<file path="src/rtl/char_console_writer_pkg.sv">
// Shared definitions for the character console writer: ASCII control codes,
// FSM state encoding, default screen geometry and a printable-range helper.
package char_console_writer_pkg;

    localparam logic [7:0] ASCII_LF    = 8'h0A;
    localparam logic [7:0] ASCII_CR    = 8'h0D;
    localparam logic [7:0] ASCII_BS    = 8'h08;
    localparam logic [7:0] ASCII_FF    = 8'h0C;
    localparam logic [7:0] ASCII_SPACE = 8'h20;
    localparam logic [7:0] ASCII_TILDE = 8'h7E;

    localparam int DEFAULT_COLS = 80;
    localparam int DEFAULT_ROWS = 25;

    // Char RAM address width; the screen must fit in 2048 cells
    localparam int POS_W = 11;

    typedef enum logic [1:0] {
        ST_IDLE      = 2'd0,
        ST_CLEAR_ROW = 2'd1,
        ST_CLEAR_ALL = 2'd2
    } state_t;

    function automatic logic is_printable(input logic [7:0] c);
        return (c >= ASCII_SPACE) && (c <= ASCII_TILDE);
    endfunction

endpackage

</file>
<file path="src/rtl/char_console_writer.sv">
// Character console writer: turns an ASCII byte stream into char RAM write
// strobes while tracking a row/col cursor. Handles printable characters,
// LF/CR/BS, form feed (full clear) and clears each new row on entry. There is
// no scrolling; advancing past the bottom row wraps to row 0.
module char_console_writer
    import char_console_writer_pkg::*;
#(
    parameter int COLS           = DEFAULT_COLS,
    parameter int ROWS           = DEFAULT_ROWS,
    parameter bit CLEAR_ON_RESET = 1'b1
) (
    input  logic             CLK,
    input  logic             RST,
    input  logic [7:0]       in_data,
    input  logic             in_valid,
    output logic             in_ready,
    output logic [POS_W-1:0] write_character_pos,
    output logic [7:0]       write_character,
    output logic             write_strobe,
    output logic [POS_W-1:0] cursor_pos,
    output logic             busy
);

    localparam int ROW_W = (ROWS > 1) ? $clog2(ROWS) : 1;
    localparam int COL_W = $clog2(COLS) + 1;
    localparam int TOTAL = COLS * ROWS;

    localparam logic [ROW_W-1:0] ROW_LAST     = ROW_W'(ROWS - 1);
    localparam logic [COL_W-1:0] COL_LAST     = COL_W'(COLS - 1);
    localparam logic [POS_W-1:0] CNT_ROW_LAST = POS_W'(COLS - 1);
    localparam logic [POS_W-1:0] CNT_ALL_LAST = POS_W'(TOTAL - 1);
    localparam state_t           RESET_STATE  = CLEAR_ON_RESET ? ST_CLEAR_ALL : ST_IDLE;

    // Screen geometry has to fit the 11-bit char RAM address space
    if (TOTAL > (1 << POS_W)) begin : g_size_check
        $error("char_console_writer: COLS*ROWS exceeds the 2048-cell char RAM");
    end

    state_t             state, state_nxt;
    logic [ROW_W-1:0]   row, row_nxt;
    logic [COL_W-1:0]   col, col_nxt;
    logic [POS_W-1:0]   clr_cnt, clr_cnt_nxt;
    logic               wr_nxt;
    logic [POS_W-1:0]   wr_pos_nxt;
    logic [7:0]         wr_char_nxt;
    logic               accept;

    // Linear char RAM address of a (row, col) pair
    function automatic logic [POS_W-1:0] pos_of(input int r, input int c);
        return POS_W'(r * COLS + c);
    endfunction

    assign in_ready = (state == ST_IDLE);
    assign busy     = ~in_ready;
    assign accept   = in_valid & in_ready;

    // Next-state, cursor movement and write decode for the current cycle
    always_comb begin
        state_nxt   = state;
        row_nxt     = row;
        col_nxt     = col;
        clr_cnt_nxt = clr_cnt;
        wr_nxt      = 1'b0;
        wr_pos_nxt  = write_character_pos;
        wr_char_nxt = write_character;

        unique case (state)
            ST_IDLE: begin
                if (accept) begin
                    if (is_printable(in_data)) begin
                        wr_nxt      = 1'b1;
                        wr_pos_nxt  = pos_of(int'(row), int'(col));
                        wr_char_nxt = in_data;
                        if (col == COL_LAST) begin
                            // Wrap: the char write goes out now, the new row is cleared next
                            col_nxt     = '0;
                            row_nxt     = (row == ROW_LAST) ? '0 : row + ROW_W'(1);
                            state_nxt   = ST_CLEAR_ROW;
                            clr_cnt_nxt = '0;
                        end else begin
                            col_nxt = col + COL_W'(1);
                        end
                    end else if (in_data == ASCII_LF) begin
                        col_nxt     = '0;
                        row_nxt     = (row == ROW_LAST) ? '0 : row + ROW_W'(1);
                        state_nxt   = ST_CLEAR_ROW;
                        clr_cnt_nxt = '0;
                    end else if (in_data == ASCII_CR) begin
                        col_nxt = '0;
                    end else if (in_data == ASCII_BS) begin
                        // Backspace at column 0 is a no-op
                        if (col != '0) begin
                            col_nxt     = col - COL_W'(1);
                            wr_nxt      = 1'b1;
                            wr_pos_nxt  = pos_of(int'(row), int'(col) - 1);
                            wr_char_nxt = ASCII_SPACE;
                        end
                    end else if (in_data == ASCII_FF) begin
                        state_nxt   = ST_CLEAR_ALL;
                        clr_cnt_nxt = '0;
                    end
                end
            end
            ST_CLEAR_ROW: begin
                wr_nxt      = 1'b1;
                wr_pos_nxt  = pos_of(int'(row), int'(clr_cnt));
                wr_char_nxt = ASCII_SPACE;
                if (clr_cnt == CNT_ROW_LAST) begin
                    state_nxt   = ST_IDLE;
                    clr_cnt_nxt = '0;
                end else begin
                    clr_cnt_nxt = clr_cnt + POS_W'(1);
                end
            end
            ST_CLEAR_ALL: begin
                wr_nxt      = 1'b1;
                wr_pos_nxt  = clr_cnt;
                wr_char_nxt = ASCII_SPACE;
                if (clr_cnt == CNT_ALL_LAST) begin
                    // Home the cursor once the whole screen is blank
                    state_nxt   = ST_IDLE;
                    clr_cnt_nxt = '0;
                    row_nxt     = '0;
                    col_nxt     = '0;
                end else begin
                    clr_cnt_nxt = clr_cnt + POS_W'(1);
                end
            end
            default: begin
                state_nxt = ST_IDLE;
            end
        endcase
    end

    // State, cursor and registered write-port outputs
    always_ff @(posedge CLK or posedge RST) begin
        if (RST) begin
            state               <= RESET_STATE;
            row                 <= '0;
            col                 <= '0;
            clr_cnt             <= '0;
            write_strobe        <= 1'b0;
            write_character_pos <= '0;
            write_character     <= '0;
            cursor_pos          <= '0;
        end else begin
            state               <= state_nxt;
            row                 <= row_nxt;
            col                 <= col_nxt;
            clr_cnt             <= clr_cnt_nxt;
            write_strobe        <= wr_nxt;
            write_character_pos <= wr_pos_nxt;
            write_character     <= wr_char_nxt;
            cursor_pos          <= pos_of(int'(row_nxt), int'(col_nxt));
        end
    end

endmodule

</file>
<file path="config.mk">
export PLATFORM = sky130hd
export DESIGN_NAME = char_console_writer
export DESIGN_NICKNAME = d
export VERILOG_FILES = /design/src/rtl/char_console_writer_pkg.sv /design/src/rtl/char_console_writer.sv
export SDC_FILE = /design/constraint.sdc
export NUM_CORES = 1
export LEC_CHECK = 0
export CAP_MARGIN = 30
export CORE_AREA = 2 2 100 102
export CTS_CLUSTER_DIAMETER = 60
export CTS_CLUSTER_SIZE = 8
export DETAILED_ROUTE_END_ITERATION = 12
export DIE_AREA = 0 0 102 104
export GPL_ROUTABILITY_DRIVEN = 0
export HOLD_SLACK_MARGIN = 0.1
export PLACE_DENSITY_LB_ADDON = 0.2
export SYNTH_ARGS = -nofsm -noshare
export SYNTH_HDL_FRONTEND = slang
export SYNTH_SLANG_ARGS = --single-unit
</file>
<file path="constraint.sdc">
create_clock -name CLK -period 9.7 [get_ports CLK]
set_input_delay 1.94 -clock CLK [delete_from_list [all_inputs] [get_ports CLK]]
set_output_delay 1.94 -clock CLK [all_outputs]
set_load 0.05 [all_outputs]
</file>
==> PnR_summary.wiki <==
{| class="wikitable"
! Metric !! Value
|-
| Outcome || complete, no violations
|-
| Cell with the largest stage delay on the worst path || mux2i_1
|-
| Clock transition at the registers of the reported paths || ~0.090 ns
|-
| Number of register bits inferred by synthesis || 53
|-
| Min-delay worst type || reg -> reg
|-
| Accumulated negative setup slack || 0 ns
|-
| Element type at the critical path start || primary input
|-
| Count of distinct cell types in the synthesized netlist || 63
|-
| Critical register-to-register path startpoint || clr_cnt[0]$_DFFE_PP0P_
|-
| Number of resized instances in the post-cts repair step || 0
|-
| Cell repeated most along the worst path || ha_1
|-
| Worst path cell trace || clkdlybuf4s50_1, o21bai_1, o21bai_1, buf_4, mux2i_1, nand4_1, mux2_2, o22ai_1, ha_1, ha_1, ha_1, a21oi_1, nor4_1, o21ai_0, nand3_1, xor2_1
|-
| Vias in the first global route || 3691
|-
| Min cycle time layout || 6.01 ns
|-
| Routed via count divided by cell count || 5.69
|-
| Total Die Area || 10600 um2
|-
| Number of buffers on the longest clock path || 2
|-
| Worst max-slew margin expressed relative to the limit || 42.1%
|-
| Number of enable flip-flop cells after synthesis || 0
|-
| CP Class || in -> reg
|-
| Share of post-route cells with drive strength above 1 || 4.35%
|-
| Yosys top cell area share || 31.2%
|-
| TritonCTS Buffers || 5
|-
| Endpoints failing setup || 0
|-
| RSZ-0062 raised after global routing || no
|-
| Nets@finish || 559
|-
| Design area || 4790 um2
|-
| Routed wire length per instance || 16.6 um
|-
| Combined global-route utilization of all metal layers || 21.1%
|-
| Yosys Warn Count || 0
|-
| Count of non-filler cells in the finished layout || 639
|-
| Synthesized instance count || 476
|-
| TritonCTS clock tree || built
|-
| Post-placement cell count || between 600 and 700
|-
| Proportion of register bits with asynchronous set or reset after synthesis || 100%
|-
| Violation count after the first detailed-route iteration || 189
|-
| Root Driver || clkbuf_8
|-
| Antenna cell count || 0
|-
| Most frequent cells after synthesis || dfrtp_1, nand2_1, o21ai_0
|-
| Critical path capture point type || register
|-
| Detailed placer's ending HPWL || 7940 um
|-
| Core utilization of the finished layout || 50.1%
|-
| Sequential area share after synthesis || 31.9%
|-
| Detail Route Antenna Nets || 0
|-
| Required time at the worst-slack endpoint || 9.90 ns
|-
| Slew @ Worst Pin || between 0.8 and 0.9 ns
|-
| Wire length of the first global-routing pass || 18300 um
|-
| Mean area per synthesized cell || roughly 9 um2
|-
| Final critical-path share of the clock period || 61.9%
|-
| Critical path origin || in_data[5]
|-
| Growth of design area from synthesis to finish || 14.9%
|-
| Worst path bufs/invs || 2
|-
| Top-level port count || 44
|-
| Placed inst area || 4670 um2
|-
| Most used standard cell by instance count after synthesis || dfrtp_1
|-
| Minimum hold slack || 0.474 ns
|-
| CTS HTree Levels || 2
|-
| Worst setup skew after layout || 0.0140 ns
|-
| Top cell family by delay on the critical path || compound AO/OA/AOI/OAI gates
|-
| Global-route congestion overflow total || 0
|-
| R2r setup slk || 5.31 ns
|-
| Maximum fanout along the worst path || 15
|-
| Count of input and output buffers || 43
|-
| Number of max-slew violations in the final report || 0
|-
| Floorplan die height || approximately 100 um
|-
| Peak Freq || 166 MHz
|-
| Post-cts hold buffer count || 0
|-
| Number of max-capacitance violations reported || 0
|-
| Placement Rows || 36
|-
| Top cells by area in the synthesized netlist || dfrtp_1, ha_1, o21ai_0
|-
| Standby leakage power || 2.18 nW
|-
| Post-CTS Setup Repair Bufs || 0
|-
| Smallest setup slack after layout || 3.69 ns
|-
| Initial core utilization || 43.6%
|-
| Vias after detailed routing || 3639
|-
| Clock latency at the later pin of the worst-skew pair || 0.32 ns
|-
| Hold Vio Cnt, Final || 0
|-
| Endpoint arrival time on the critical path || roughly 6.2 ns
|-
| Antenna violations before repair || 0
|-
| Drt total wl || 10600 um
|-
| Largest stage delay on the critical path || 0.62 ns
|-
| Most used DFF post-synth || dfrtp_1
|-
| Power per standard cell area || 294 nW/um2
|-
| Residual DRC count || 0
|-
| Setup slack at placement || 3.41 ns
|-
| Total core area || about 9500 um2
|-
| Cell taking the most area after synthesis || dfrtp_1
|-
| Drt pass-1 iters || 5
|-
| Width of the chip || 102 um
|-
| Design Power || 1.40 mW
|-
| Clock Sinks || 53
|-
| Startpoint of the worst hold path || write_character[6]$_DFFE_PP0P_
|-
| Post-synthesis net count || 530
|-
| Largest net degree at the start of global routing || 54
|-
| Post-synthesis instance area || 4170 um2
|-
| Worst-case vdd ir drop || 0.184 mV
|}
==> routing by layer <==
layer | global-route usage [%] | part of all wire, %
met1 | 27.9 | 46
met2 | 36.2 | 50
met3 | 2.76 | 3.6
met4 | 5.14 | 1.3
met5 | 0 | 0
==> kinds of logic after synthesis <==
| kind of cell | Yosys count | synth area share [%] |
|---|---|---|
| AO/OA/AOI/OAI | 147 | 24.3 |
| multiplexers | 5 | 1.26 |
| XOR/XNOR | 23 | 5.17 |
| buffers and inverters | 43 | 4.41 |
| adder cells (fa/ha/maj) | 43 | 13.8 |
| flip-flops | 53 | 31.9 |
| AND/OR/NAND/NOR | 162 | 19.2 |
==> cell usage in the layout, fill, tap and decap left out, types with 6 or more instances in the layout <==
master           instances
nor2_1                  29
nand3_1                 27
a211oi_1                 7
o21ai_0                 40
a21o_1                   8
and3_1                  11
clkbuf_8                 6
nand2b_1                 6
ha_1                    38
a21oi_1                 22
clkdlybuf4s50_1         43
nand2_1                 49
dfrtp_1                 52
xor2_1                  13
nor3_1                   7
xnor2_1                  9
nor2b_1                  9
o31ai_1                 18
inv_1                   19
==> worst min-delay path, stage by stage (launching register included) <==
cell and delay, ns:
dfrtp_1 0.35, nand2_1 0.05, nand2_1 0.05
==> final cells by class <==
| type | count | area [um2] |
|---|---|---|
| clock buffers | 7 | 86.3 |
| inverters | 20 | 75.1 |
| multi-input cells | 380 | 2660 |
| flip-flops and latches | 53 | 1330 |
| well taps | 133 | 166 |
| fillers | 936 | 4760 |
| clock inverters | 1 | 30.0 |
| repair buffers | 45 | 445 |
==> worst paths after layout <==
kind,cells past startpoint,to
worst min register to register,2,write_character[6]$_DFFE_PP0P_
worst max register to register,14,cursor_pos[10]$_DFF_PP0_
worst min-delay path,2,write_character[6]$_DFFE_PP0P_
min in group asynchronous,3,write_character[1]$_DFFE_PP0P_
worst max-delay path,16,cursor_pos[10]$_DFF_PP0_
max in group asynchronous,3,asynchronous set/reset pin
==> state kept, by name (all words and copies together), names as in the netlist, named ones only <==
name,count
write_character_pos,11
write_strobe,1
cursor_pos,7
col,4
row,5
clr_cnt,11
state,2
write_character,8
==> report_power, final <==
| part | switching (mW) | internal [mW] | total [mW] |
|---|---|---|---|
| clock network | 0.0761 | 0.0843 | 0.160 |
| logic | 0.595 | 0.313 | 0.909 |
| registers | 0.0511 | 0.285 | 0.336 |
| total | 0.723 | 0.682 | 1.40 |
No activity file was read; power rests on OpenSTA's default activity.
==> RTL change (same flow settings) <==
Re-encode `state_t` (3 states) as one-hot, 3 bits wide.
--- a/src/rtl/char_console_writer_pkg.sv
+++ b/src/rtl/char_console_writer_pkg.sv
@@ -15,10 +15,10 @@
     // Char RAM address width; the screen must fit in 2048 cells
     localparam int POS_W = 11;
 
-    typedef enum logic [1:0] {
-        ST_IDLE      = 2'd0,
-        ST_CLEAR_ROW = 2'd1,
-        ST_CLEAR_ALL = 2'd2
+    typedef enum logic [2:0] {
+        ST_IDLE      = 3'b001,
+        ST_CLEAR_ROW = 3'b010,
+        ST_CLEAR_ALL = 3'b100
     } state_t;
 
     function automatic logic is_printable(input logic [7:0] c);
Function: same outputs for any inputs over 10 cycles, from zero or initial values and one cycle with RST high; not proved beyond that.
==> RTL change against the unedited design <==
  * Worst setup slack worse by 0.19 ns
  * Worst hold slack better by 0.010 ns
  * Die area unchanged
  * Clock skew down 0.0057 ns
  * Final area down 2.2%
  * Count of clock-buffer cells in the layout down 2
  * Global-route usage down 2.5 points
  * Highest routed layer unchanged
  * Non-clock buffer count unchanged
  * Area after synthesis down 1.5%
  * Sequential cell count up 1
  * Maximum frequency down 3.1%
  * Routed wire length down 12%
  * Largest cell class unchanged
Power is not compared: it rests on default switching activity, and its combinational part moved more than twofold at a synthesized area within 25%.
==> RTL change: results (changes against the unedited design) <==
- Hold Path Class: register to register
- Clock Pin Slew Worst Setup and Hold Paths: 0.11 ns (+0.02 ns)
- R2R setup slack: 5.29 ns (-0.02 ns)
- Post-synth net total: 520 (-1.9%)
- Ant. Diodes: 0 (unchanged)
- Initial DRC count: 125 (-34%)
- Power Internal: 0.461 mW
- Ys async rst share: 100% (unchanged)
- Fillers: 945 (+0.96%)
- Postcts setup bufs: 0 (unchanged)
- Final HPWL DP: 7180 um (-9.5%)
- CTS max path bufs: 2 (unchanged)
- Status: completed
- Drt first pass iters: 4 (-1)
- TritonCTS Buffers: 5 (unchanged)
- Seq/Total Area, Yosys: 33.0% (+1.1 points)
- First-pass GRT wire length: 16200 um (-11%)
- Clk Latency, worst-skew pair: 0.31 ns
- H-tree levels: 2 (unchanged)
- Routed WL: 9360 um (-12%)
- Total GRT Usage: 18.6% (-2.5 points)
- Peak per-stage delay on the critical path: 0.54 ns (-0.08 ns)
- Worst slew margin: 47.2% (+5.2 points)
- Largest registers: clr_cnt (11), write_character_pos (11), write_character (8)
- Top cells by area, synth: dfrtp_1 32%, ha_1 10%, nand2_1 6.6%
- Post-CTS resize count: 0 (unchanged)
- DRC violations left: 0 (unchanged)
- Slowest CP cell: clkdlybuf4s50_1
- Worst-path fanout max: 8 (-7)
- Peak VDD IR: 0.0669 mV
- Port bufs: 43 (unchanged)
- Clock root buffer master: clkbuf_8
- Critical path arrival: 6.44 ns (+0.23 ns)
- Final #Nets: 551 (-1.4%)
- LEAKAGE: 2.02 nW
- Layout cells sized above 1: 6.76% (+2.4 points)
- CP delay by family, top: simple AND/OR/NAND/NOR gates
- Via Count: 3525 (-3.1%)
- Vias in the first global route: 3443 (-6.7%)
- Main flop type after synthesis: dfrtp_1
- Post-synth top cells: 72 x nand2_1, 53 x dfrtp_1, 46 x o21ai_0, 33 x ha_1, 30 x nor2_1
- Initial antenna violation count: 0 (unchanged)
- YS warnings: 0 (unchanged)
- Clk_skew: 0.00831 ns (-0.00572 ns)
- Largest net degree at the start of global routing: 55 (+1.9%)
- Post-synth cell types: 67 (+6.3%)
[RTL change: cell types whose count changed in the layout (fill, tap and decap cells not counted), moves of 4 or more]
cell / change
a21oi_1: +4
o41ai_1: -4
xnor2_1: +8
nand2_1: +23
o31ai_1: -17
mux2i_1: +4
o21ai_0: +6
o21ai_2: +4
nor2b_1: -4
ha_1: -5
[RTL change: power by group through the flow]
stage / registers (mW) / logic [mW] / clock network [mW]
final: 0.295 / 0.386 / 0.137
after global routing: 0.301 / 0.427 / 0.149
after CTS: 0.295 / 0.388 / 0.144
after global placement: 0.299 / 0.383 / 0
after floorplan: 0.372 / 0.207 / 0
after detailed placement: 0.300 / 0.387 / 0
[RTL change: final timing paths]
| path | to | depth (start not counted) | startpoint |
|---|---|---|---|
| setup / recovery | cursor_pos[10] | 16 | in_data[5] |
| hold / removal | write_character[3] | 2 | write_character[3] |
| setup reg to reg | cursor_pos[10] | 16 | register |
| hold reg to reg | write_character[3] | 2 | write_character[3] |
| max in group asynchronous | col[7] | 3 | RST |
| min in group asynchronous | write_character[6] | 3 | RST |
[RTL change: per-stage QoR]
step / total power [mW] / instances / worst slack (ns) / cell area (sq um) / hold WS, ns
after global routing: 0.878 / 636 / 3.13 / 4680 / 0.506
after CTS: 0.828 / 636 / 3.52 / 4680 / 0.486
final: 0.818 / 636 / 3.50 / 4680 / 0.484
after detailed placement: 0.687 / 628 / 3.19 / 4580 / 0.461
after floorplan: 0.579 / 471 / 4.43 / 4100 / 0.477
after global placement: 0.682 / 628 / 3.40 / 4580 / 0.450
[RTL change: layout make-up]
type                    count  area (sq um)  area share [%]
clock buffers               5          68.8            1.47
clock inverters             3          26.3           0.561
inverters                  18          67.6            1.44
multi-input cells         378          2550            54.5
flip-flops and latches     54          1350            28.9
well taps                 133           166            3.56
repair buffers             45           445            9.52
[RTL change: cells by family (layout without fill, tap and decap cells)]
family                     count (synthesis)  after routing  share of synthesized area (%)
AOI/OAI and AO/OA                        126            126                           20.5
xor gates and xnor gates                  27             27                           5.76
adders and majority gates                 38             38                           12.5
buffers and inverters                     39             71                           4.85
DFF                                       54             54                           33.0
muxes                                     10             10                           2.53
and+or+nand+nor                          177            177                           20.9
[RTL change: per-layer routing]
layer	part of all wire, %	global-route usage [%]	routed length, um
met5	0	0	0
met4	1.3	4.10	118
met3	3.2	2.89	300
met2	48	29.6	4490
met1	48	26.6	4450
[RTL change: worst min-delay path: cells and delay by family (launching register included)]
kind	cells	cell delay [ns]
flops	1	0.36
simple gates	2	0.10
